File: src/rtl/contador_ffd_param.sv
// Parameterised up/down modulo counter with synchronous load, saturate-or-wrap
// boundaries, a one-cycle terminal pulse and a sticky boundary flag.
module contador_ffd_param #(
  parameter int unsigned ANCHO   = 4,
  parameter int unsigned MODULO  = 16,
  parameter int unsigned SATURAR = 0
) (
  input  logic             i_clk,
  input  logic             i_rst_n,
  input  logic             i_habilitar,
  input  logic             i_sentido,
  input  logic             i_cargar,
  input  logic [ANCHO-1:0] i_dato_carga,
  input  logic             i_limpiar,
  output logic [ANCHO-1:0] o_cuenta,
  output logic             o_fin,
  output logic             o_desborde
);

  localparam logic [ANCHO-1:0] MAXIMO = ANCHO'(MODULO - 1);
  localparam logic [ANCHO-1:0] CERO   = '0;
  localparam logic [ANCHO-1:0] UNO    = ANCHO'(1);
  localparam bit               SATURA = (SATURAR != 0);

  generate
    if (ANCHO < 2 || MODULO < 2 || MODULO > (64'd1 << ANCHO)) begin : g_param_check
      $error("contador_ffd_param: illegal ANCHO/MODULO combination");
    end
  endgenerate

  logic [ANCHO-1:0] siguiente;
  logic             evento;

  // NOTE: every always_comb output gets a default first so no path leaves it
  // unassigned; otherwise synthesis infers a latch.
  always_comb begin
    siguiente = o_cuenta;
    evento    = 1'b0;
    if (i_cargar) begin
      siguiente = (i_dato_carga > MAXIMO) ? MAXIMO : i_dato_carga;
    end else if (i_habilitar) begin
      if (i_sentido) begin
        // >= rather than == keeps the count inside 0..MODULO-1 even from a bad state
        if (o_cuenta >= MAXIMO) begin
          evento    = 1'b1;
          siguiente = SATURA ? MAXIMO : CERO;
        end else begin
          siguiente = o_cuenta + UNO;
        end
      end else begin
        if (o_cuenta == CERO) begin
          evento    = 1'b1;
          siguiente = SATURA ? CERO : MAXIMO;
        end else begin
          siguiente = o_cuenta - UNO;
        end
      end
    end
  end

  // NOTE: sequential state uses non-blocking assignments so all registers
  // sample the pre-edge values together, independent of statement order.
  always_ff @(posedge i_clk or negedge i_rst_n) begin
    if (!i_rst_n) begin
      o_cuenta   <= CERO;
      o_fin      <= 1'b0;
      o_desborde <= 1'b0;
    end else begin
      o_cuenta <= siguiente;
      o_fin    <= evento;
      // a boundary event outranks a same-edge clear
      if (evento) begin
        o_desborde <= 1'b1;
      end else if (i_limpiar) begin
        o_desborde <= 1'b0;
      end
    end
  end

endmodule

File: config.mk
export PLATFORM = sky130hd
export DESIGN_NAME = contador_ffd_param
export DESIGN_NICKNAME = d
export VERILOG_FILES = /design/src/rtl/contador_ffd_param.sv
export SDC_FILE = /design/constraint.sdc
export NUM_CORES = 1
export LEC_CHECK = 0
export CORE_AREA = 5 5 42 44
export DETAILED_ROUTE_END_ITERATION = 7
export DIE_AREA = 0 0 47 49
export PLACE_DENSITY = 0.61
export SLEW_MARGIN = 10
export SYNTH_ARGS = -nofsm -noshare
export SYNTH_HDL_FRONTEND = slang
export SYNTH_SLANG_ARGS = --single-unit
File: constraint.sdc
create_clock -name i_clk -period 2.5 [get_ports i_clk]
set_clock_uncertainty 0.15 [all_clocks]
set_input_delay 0.5 -clock i_clk [delete_from_list [all_inputs] [get_ports i_clk]]
set_output_delay 0.5 -clock i_clk [all_outputs]
set_load 0.05 [all_outputs]
==> results of run 1 <==
-- routing by layer --
| layer | up-vias | GRT usage (%) |
|---|---|---|
| met3 | 0 | 3.69 |
| li1 | 198 | - |
| met1 | 172 | 11.8 |
| met4 | 0 | 5.53 |
| met2 | 10 | 12.0 |
| met5 | - | 0 |
-- state kept, by name, summed over array words and instances, names as in the netlist --
signal,flops
o_desborde,1
o_cuenta,4
o_fin,1
-- metrics by stage --
| step | instance area [um^2] | hold WS [ns] | utilization [%] |
|---|---|---|---|
| floorplan | 432 | 0.0544 | - |
| global placement | 592 | 0.315 | 42.2 |
| detailed placement | 592 | 0.327 | 42.2 |
| CTS | 614 | 0.337 | 43.8 |
| global route | 614 | 0.351 | 43.8 |
| finish | 614 | 0.334 | 43.8 |
-- area by class of cell --
| type | instances | area, um^2 | share of cell area (%) |
|---|---|---|---|
| multi-input combinational | 33 | 241 | 39.3 |
| timing repair buffer | 17 | 165 | 26.9 |
| sequential | 6 | 150 | 24.4 |
| clock buffer | 3 | 22.5 | 3.67 |
| tap | 16 | 20.0 | 3.26 |
| inverter | 4 | 15.0 | 2.44 |
-- cell usage after synthesis (all sizes together) --
cell type	count	area share, %
dfrtp	6	35
o21ai	5	6.7
a21oi	4	4.6
inv	4	3.5
buf	3	4.9
nand2	3	2.6
a21o	2	3.5
ha	2	5.8
nor2	2	1.7
o31ai	2	3.5
a21boi	1	1.7
a221oi	1	3.5
a31o	1	2.0
clkbuf	1	0.87
mux2i	1	2.3
nand3	1	1.2
nand4	1	1.5
nor2b	1	1.5
nor3b	1	2.9
o21ba	1	2.3
o221ai	1	2.0
or3b	1	2.6
xnor2	1	2.0
xor2	1	2.0
-- how the worst min path moves through the flow --
stage / from / to / slack [ns] / depth (start not counted)
CTS: o_desborde / o_desborde / 0.34 / 1
finish: o_desborde / o_desborde / 0.33 / 1
global route: i_rst_n / o_fin / 0.35 / 1
floorplan: i_rst_n / o_cuenta[0] / 0.05 / 0
detailed placement: o_desborde / o_desborde / 0.33 / 1
global placement: o_desborde / o_desborde / 0.31 / 1
-- cells by family (layout without fill, tap and decap cells) --
family / after synthesis / in the layout / share of synthesized area (%)
AOI/OAI and AO/OA: 18 / 18 / 29.9
and+or+nand+nor: 10 / 10 / 13.9
buffers and inverters: 8 / 24 / 9.27
DFF: 6 / 6 / 34.8
adders and majority gates: 2 / 2 / 5.80
xor gates and xnor gates: 2 / 2 / 4.06
muxes: 1 / 1 / 2.32
-- power groups by stage --
stage | Clock, mW | Combinational [mW] | Sequential, mW
global route | 0.0988 | 0.146 | 0.125
detailed placement | 0 | 0.135 | 0.123
finish | 0.0863 | 0.134 | 0.122
CTS | 0.0910 | 0.135 | 0.122
global placement | 0 | 0.136 | 0.123
floorplan | 0 | 0.0656 | 0.150
==> results.sh, run 1 <==
export IMPL_status="finished, final reports clean"
export IMPL_grt_ovfl_total=0
export IMPL_post_route_min_period_ns=2.24
export IMPL_antenna_cells=0
export IMPL_grt_pass1_vias=366
export IMPL_nets=77
export IMPL_cts_hold_buffers=0
export IMPL_worstRegToRegCells=7
export IMPL_clock_tree_buffer_depth=2
export IMPL_cts_setup_buffers=0
export IMPL_fmax_mhz=447
export IMPL_cp_top_family="buffers and inverters"
export IMPL_grt_pass1_wl_um=1520
export IMPL_synth_warnings=0
export IMPL_drt_pass1_iter_count=2
export IMPL_powerDensity_nw_per_um2=556
export IMPL_path_max_fanout=9
export IMPL_routed_wl_um=900
export IMPL_yosysSeqAreaShare_pct=34.8
export IMPL_timing_rr_start="o_cuenta[0]"
export IMPL_rows=14
export IMPL_p_seq_share_pct=35.7
export IMPL_p_switching_uw=119
export IMPL_clkTransAtPathRegs_ns=0.04
export IMPL_intPower_uw=222
export IMPL_vias_per_cell=4.81
export IMPL_finalPower_uw=342
export IMPL_synth_cell_type_count=27
export IMPL_startpoint="o_cuenta[3]"
export IMPL_p_clk_share_pct=25.2
export IMPL_comb_power_share_pct=39.1
export IMPL_placed_cells=76
export IMPL_cts_tree="done"
export IMPL_drive_gt1_share_pct=17.5
export IMPL_grt_setup_unrepaired="false"
export IMPL_crit_path_end_kind="output pin"
export IMPL_highest_signal_layer="met3"
export IMPL_path_class="flop to output pin"
export IMPL_worst_pin_slew_ns=0.503
export IMPL_synth_area_um2=432
export IMPL_layout_commonest_cell="clkdlybuf4s50_1"
export IMPL_setup_ws_ns=0.263
export IMPL_required_ns=1.85
export IMPL_crit_chain="clkdlybuf4s50_1"
export IMPL_initial_utilization_pct=30.8
export IMPL_portBuffers=15
export IMPL_grt_max_degree=10
export IMPL_dp_hpwl_um=725
export IMPL_hp_class="flop to flop"
export IMPL_ant_nets=0
export IMPL_area_growth_pct=42.3
export IMPL_crit_slowest_cell="clkdlybuf4s50_1"
export IMPL_endpoint="o_cuenta[3]"
export IMPL_r2r_end="o_desborde"
export IMPL_route_detailed_drc=0
export IMPL_die_w_um=47
export IMPL_gp_congestion=0.727
export IMPL_drt_met1_wl_um=395
export IMPL_reg2reg_setup_slack_ns=0.67
export IMPL_instances_no_fill=79
export IMPL_crit_buf_inv=1
export IMPL_maxCapViolations=0
export IMPL_gr_usage_all_layers_pct=9.06
export IMPL_hold_viol_final=0
export IMPL_max_slew_margin_pct=66.3
export IMPL_floorplan_core_area_um2=1400
export IMPL_ys_ff_latch=6
export IMPL_setup_viol=0
export IMPL_route_met3_wl_um=76
export IMPL_sw_frac_of_total_pct=34.9
export IMPL_cts_resized_gates=0
export IMPL_io_pins=16
export IMPL_first_iter_violations=1
export IMPL_wl_met2_um=428
export IMPL_wl_per_cell_um=11.4
export IMPL_cp_depth=1
export IMPL_clk_latency_ns=0.24
export IMPL_fill_cells=149
export IMPL_crit_path_max_incr_delay_ns=0.86
export IMPL_cts_made_buffers=3
export IMPL_mostFrequentLayoutCells="clkdlybuf4s50_1, dfrtp_1, inv_1, a21oi_1"
export IMPL_fin_tns_setup_ns=0
export IMPL_period_share_pct=89.5
export IMPL_chipHeight_um=49
export IMPL_slew_violations=0
export IMPL_crit_path_start_kind="flop"
export IMPL_clock_sinks=6
export IMPL_vias=380
export IMPL_dieArea_um2=2300
export IMPL_h_tree_depth=1
export IMPL_ir_drop_mv=0.279
export IMPL_clock_root_buffer="clkbuf_4"
export IMPL_critPathArrivalTime_ns=1.59
export IMPL_synth_area_per_cell_um2=9.18
export IMPL_syn_instance_count=47
export IMPL_synth_nets=59
export IMPL_dp_worst_setup_slack_ns=0.471
export IMPL_leakage_nw=0.272
export IMPL_grt_antenna_before_repair=0
No activity file was read; power rests on OpenSTA's default activity.
==> run 2, diff against run 1 <==
Settings changed: RECOVER_POWER set to 100.
==> results.sh, run 2 (same netlist as run 1, synthesis figures left out) <==
export IMPL_grt_antenna_before_repair=0
export IMPL_antenna_cells=0
export IMPL_layout_commonest_cell="clkdlybuf4s50_1"
export IMPL_grt_pass1_vias=366
export IMPL_maxCapViolations=0
export IMPL_first_iter_violations=10
export IMPL_multiInputGateArea_um2=230
export IMPL_status="finished, final reports clean"
export IMPL_cts_hold_buffers=0
export IMPL_nets=77
export IMPL_startpoint="o_cuenta[2]"
export IMPL_grt_ovfl_total=0
export IMPL_utilization_pct=42.8
export IMPL_cts_made_buffers=3
export IMPL_crit_chain="dlygate4sd3_1"
export IMPL_clk_latency_ns=0.24
export IMPL_post_route_min_period_ns=2.28
export IMPL_max_slew_margin_pct=65.8
export IMPL_hold_viol_final=0
export IMPL_drive_gt1_share_pct=12.7
export IMPL_ant_nets=0
export IMPL_mostFrequentLayoutCells="clkdlybuf4s50_1, dlygate4sd3_1, dfrtp_1"
export IMPL_setup_ws_ns=0.219
export IMPL_rows=14
export IMPL_vias=382
export IMPL_chipHeight_um=49
export IMPL_clock_tree_buffer_depth=2
export IMPL_initial_utilization_pct=30.8
export IMPL_p_clk_share_pct=25.8
export IMPL_crit_buf_inv=1
export IMPL_period_share_pct=91.2
export IMPL_clock_root_buffer="clkbuf_4"
export IMPL_ir_drop_mv=0.277
export IMPL_h_tree_depth=1
export IMPL_area_growth_pct=38.8
export IMPL_p_switching_uw=118
export IMPL_crit_path_max_incr_delay_ns=0.91
export IMPL_top_regs="o_cuenta: 4 flops, o_desborde: 1 flops, o_fin: 1 flops"
export IMPL_path_max_fanout=9
export IMPL_cp_top_family="buffers and inverters"
export IMPL_regArea_um2=150
export IMPL_leakage_nw=0.276
export IMPL_grt_max_degree=10
export IMPL_dieArea_um2=2300
export IMPL_gr_usage_all_layers_pct=9.06
export IMPL_critPathArrivalTime_ns=1.63
export IMPL_grt_pass1_wl_um=1520
export IMPL_routed_wl_um=920
export IMPL_worst_pin_slew_ns=0.511
export IMPL_clkTransAtPathRegs_ns=0.04
export IMPL_vias_per_cell=4.84
export IMPL_dp_worst_setup_slack_ns=0.471
export IMPL_fill_cells=153
export IMPL_dp_hpwl_um=725
export IMPL_route_detailed_drc=0
export IMPL_cts_resized_gates=0
export IMPL_required_ns=1.85
export IMPL_grt_setup_unrepaired="false"
export IMPL_path_class="flop to output pin"
export IMPL_timing_rr_start="o_cuenta[0]"
export IMPL_crit_slowest_cell="dlygate4sd3_1"
export IMPL_cts_tree="done"
export IMPL_fmax_mhz=438
export IMPL_drt_pass1_iter_count=4
export IMPL_sw_frac_of_total_pct=35.2
export IMPL_hp_class="flop to flop"
export IMPL_largest_reg_flops=4
export IMPL_hold_start="o_desborde"
export IMPL_fin_tns_setup_ns=0
export IMPL_cts_setup_buffers=0
export IMPL_comb_power_share_pct=37.8
export IMPL_die_w_um=47
export IMPL_clock_sinks=6
export IMPL_slew_violations=0
export IMPL_p_seq_share_pct=36.3
export IMPL_gp_congestion=0.727
export IMPL_setup_viol=0
export IMPL_top_register="o_cuenta"
export IMPL_powerDensity_nw_per_um2=557
export IMPL_portBuffers=15
export IMPL_floorplan_core_area_um2=1400
export IMPL_io_pins=16
export IMPL_crit_path_start_kind="flop"
export IMPL_wl_per_cell_um=11.6
export IMPL_intPower_uw=216
export IMPL_crit_path_end_kind="output pin"
run 2: power by group through the flow:
stage	clock network, mW	logic [mW]	registers [mW]
2_1_floorplan	0	0.0656	0.150
3_3_place_gp	0	0.136	0.123
3_5_place_dp	0	0.135	0.123
4_1_cts	0.0910	0.135	0.122
5_1_grt	0.0988	0.139	0.124
6_report	0.0862	0.126	0.121
run 2: final cells by class:
class | count | share of cell area (%)
clock buffer | 3 | 3.76
inverter | 4 | 2.51
multi-input combinational | 33 | 38.4
sequential | 6 | 25.1
tap | 16 | 3.34
timing repair buffer | 17 | 26.9
run 2: worst paths after layout:
kind | slack [ns] | cells past startpoint | to
max | 0.22 | 1 | o_cuenta[2]
min | 0.33 | 1 | o_desborde
max reg2reg | 0.46 | 7 | o_desborde
min reg2reg | 0.33 | 1 | o_desborde
max in group asynchronous | 1.56 | 1 | o_cuenta[2]
min in group asynchronous | 0.42 | 1 | o_fin
run 2: per-layer routing:
metal  up-vias  wire length, um  global-route usage [%]
met3         0               87                    3.69
met1       171              411                    11.8
li1        199                -                       -
met2        12              421                    12.0
met4         0                0                    5.53
met5         -                0                       0
run 2: per-stage QoR:
| stage | hold slack, ns | instances | power [mW] | cell area (um^2) |
|---|---|---|---|---|
| final | 0.327 | 79 | 0.334 | 599 |
| after global routing | 0.358 | 79 | 0.362 | 599 |
| after CTS | 0.337 | 79 | 0.348 | 614 |
| after detailed placement | 0.327 | 76 | 0.258 | 592 |
| after global placement | 0.315 | 76 | 0.258 | 592 |
| after floorplan | 0.0544 | 47 | 0.216 | 432 |
==> run 3, diff against run 2 <==
Settings changed: CORE_AREA 5 5 42 44 to 2 2 39 41, DIE_AREA 0 0 47 49 to 0 0 41 43.
==> results.sh, run 3 (same netlist as run 1, synthesis figures left out) <==
export IMPL_slew_violations=0
export IMPL_wl_per_cell_um=10.7
export IMPL_grt_pass1_vias=318
export IMPL_drt_pass1_iter_count=5
export IMPL_clkTransAtPathRegs_ns=0.04
export IMPL_fmax_mhz=436
export IMPL_floorplan_core_area_um2=1380
export IMPL_hp_class="flop to flop"
export IMPL_top_regs="o_cuenta: 4 flops, o_desborde: 1 flops, o_fin: 1 flops"
export IMPL_crit_path_start_kind="flop"
export IMPL_cp_depth=1
export IMPL_grt_setup_unrepaired="false"
export IMPL_status="finished, final reports clean"
export IMPL_path_max_fanout=9
export IMPL_crit_buf_inv=1
export IMPL_fill_cells=146
export IMPL_top_register="o_cuenta"
export IMPL_period_share_pct=91.8
export IMPL_cts_setup_buffers=0
export IMPL_area_growth_pct=40.6
export IMPL_grt_antenna_before_repair=0
export IMPL_rows=14
export IMPL_worstRegToRegCells=7
export IMPL_initial_utilization_pct=31.2
export IMPL_cp_top_family="buffers and inverters"
export IMPL_gp_congestion=0.708
export IMPL_worst_pin_slew_ns=0.508
export IMPL_clk_latency_ns=0.24
export IMPL_maxCapViolations=0
export IMPL_grt_max_degree=10
export IMPL_reg2reg_setup_slack_ns=0.58
export IMPL_h_tree_depth=1
export IMPL_ant_nets=0
export IMPL_crit_path_end_kind="output pin"
export IMPL_dp_worst_setup_slack_ns=0.502
export IMPL_dp_hpwl_um=655
export IMPL_leakage_nw=0.281
export IMPL_antenna_cells=0
export IMPL_clock_root_buffer="clkbuf_4"
export IMPL_vias_per_cell=4.89
export IMPL_critPathArrivalTime_ns=1.64
export IMPL_mostFrequentLayoutCells="dlygate4sd3_1, clkdlybuf4s50_1, dfrtp_1"
export IMPL_regArea_um2=150
export IMPL_chipHeight_um=43
export IMPL_cts_resized_gates=0
export IMPL_powerDensity_nw_per_um2=557
export IMPL_crit_slowest_cell="dlygate4sd3_1"
export IMPL_setup_viol=0
export IMPL_placed_cells=77
export IMPL_timing_rr_start="o_cuenta[0]"
export IMPL_io_pins=16
export IMPL_r2r_end="o_desborde"
export IMPL_multiInputGateArea_um2=230
export IMPL_vias=391
export IMPL_die_w_um=41
export IMPL_startpoint="o_cuenta[2]"
export IMPL_path_class="flop to output pin"
export IMPL_cts_tree="done"
export IMPL_dieArea_um2=1760
export IMPL_nets=78
export IMPL_first_iter_violations=9
export IMPL_required_ns=1.85
export IMPL_hold_viol_final=0
export IMPL_instances_no_fill=80
export IMPL_fin_tns_setup_ns=0
export IMPL_route_detailed_drc=0
export IMPL_grt_ovfl_total=0
export IMPL_ir_drop_mv=0.398
export IMPL_gr_usage_all_layers_pct=11.6
export IMPL_endpoint="o_cuenta[2]"
export IMPL_cts_made_buffers=3
export IMPL_routed_wl_um=856
export IMPL_crit_chain="dlygate4sd3_1"
export IMPL_drive_gt1_share_pct=14.1
export IMPL_setup_ws_ns=0.205
export IMPL_clock_sinks=6
export IMPL_grt_pass1_wl_um=1320
export IMPL_clock_tree_buffer_depth=2
export IMPL_layout_commonest_cell="dlygate4sd3_1"
export IMPL_portBuffers=15
export IMPL_crit_path_max_incr_delay_ns=0.92
export IMPL_cts_hold_buffers=0
export IMPL_post_route_min_period_ns=2.29
export IMPL_largest_reg_flops=4
export IMPL_max_slew_margin_pct=66.0
run 3: through the flow:
stage	area [um^2]	utilization [%]	hold WS (ns)	power, mW
global placement	599	43.3	0.314	0.261
floorplan	432	-	0.0544	0.216
CTS	622	44.9	0.327	0.352
global route	607	43.9	0.352	0.362
finish	607	43.9	0.315	0.338
detailed placement	599	43.3	0.318	0.261
run 3: worst min-delay path by stage:
stage          depth (start not counted)  slack [ns]           to  startpoint
6_report                               1        0.31   o_desborde  o_desborde
2_1_floorplan                          0        0.05  o_cuenta[0]     i_rst_n
3_3_place_gp                           1        0.31   o_desborde  o_desborde
3_5_place_dp                           1        0.32   o_desborde  o_desborde
5_1_grt                                1        0.35   o_desborde  o_desborde
4_1_cts                                1        0.33   o_desborde  o_desborde
run 3: routing by layer:
metal | share of wire (%) | vias to the layer above | routed length [um] | track usage [%]
li1 | - | 200 | - | -
met4 | 0.58 | 0 | 5 | 6.00
met2 | 44 | 18 | 376 | 13.8
met1 | 48 | 171 | 410 | 16.4
met5 | 0 | - | 0 | 0
met3 | 7.5 | 2 | 64 | 6.28
run 3: area by class of cell:
type	instances	share of cell area (%)
Clock buffer	3	3.71
Sequential cell	6	24.7
Multi-Input combinational cell	33	37.9
Timing Repair Buffer	18	27.8
Inverter	4	2.47
Tap cell	16	3.30
run 3: where the power goes:
group          switching, mW  internal, mW
Combinational         0.0745        0.0590
Clock                 0.0321        0.0541
Sequential            0.0117         0.106
Total                  0.118         0.219
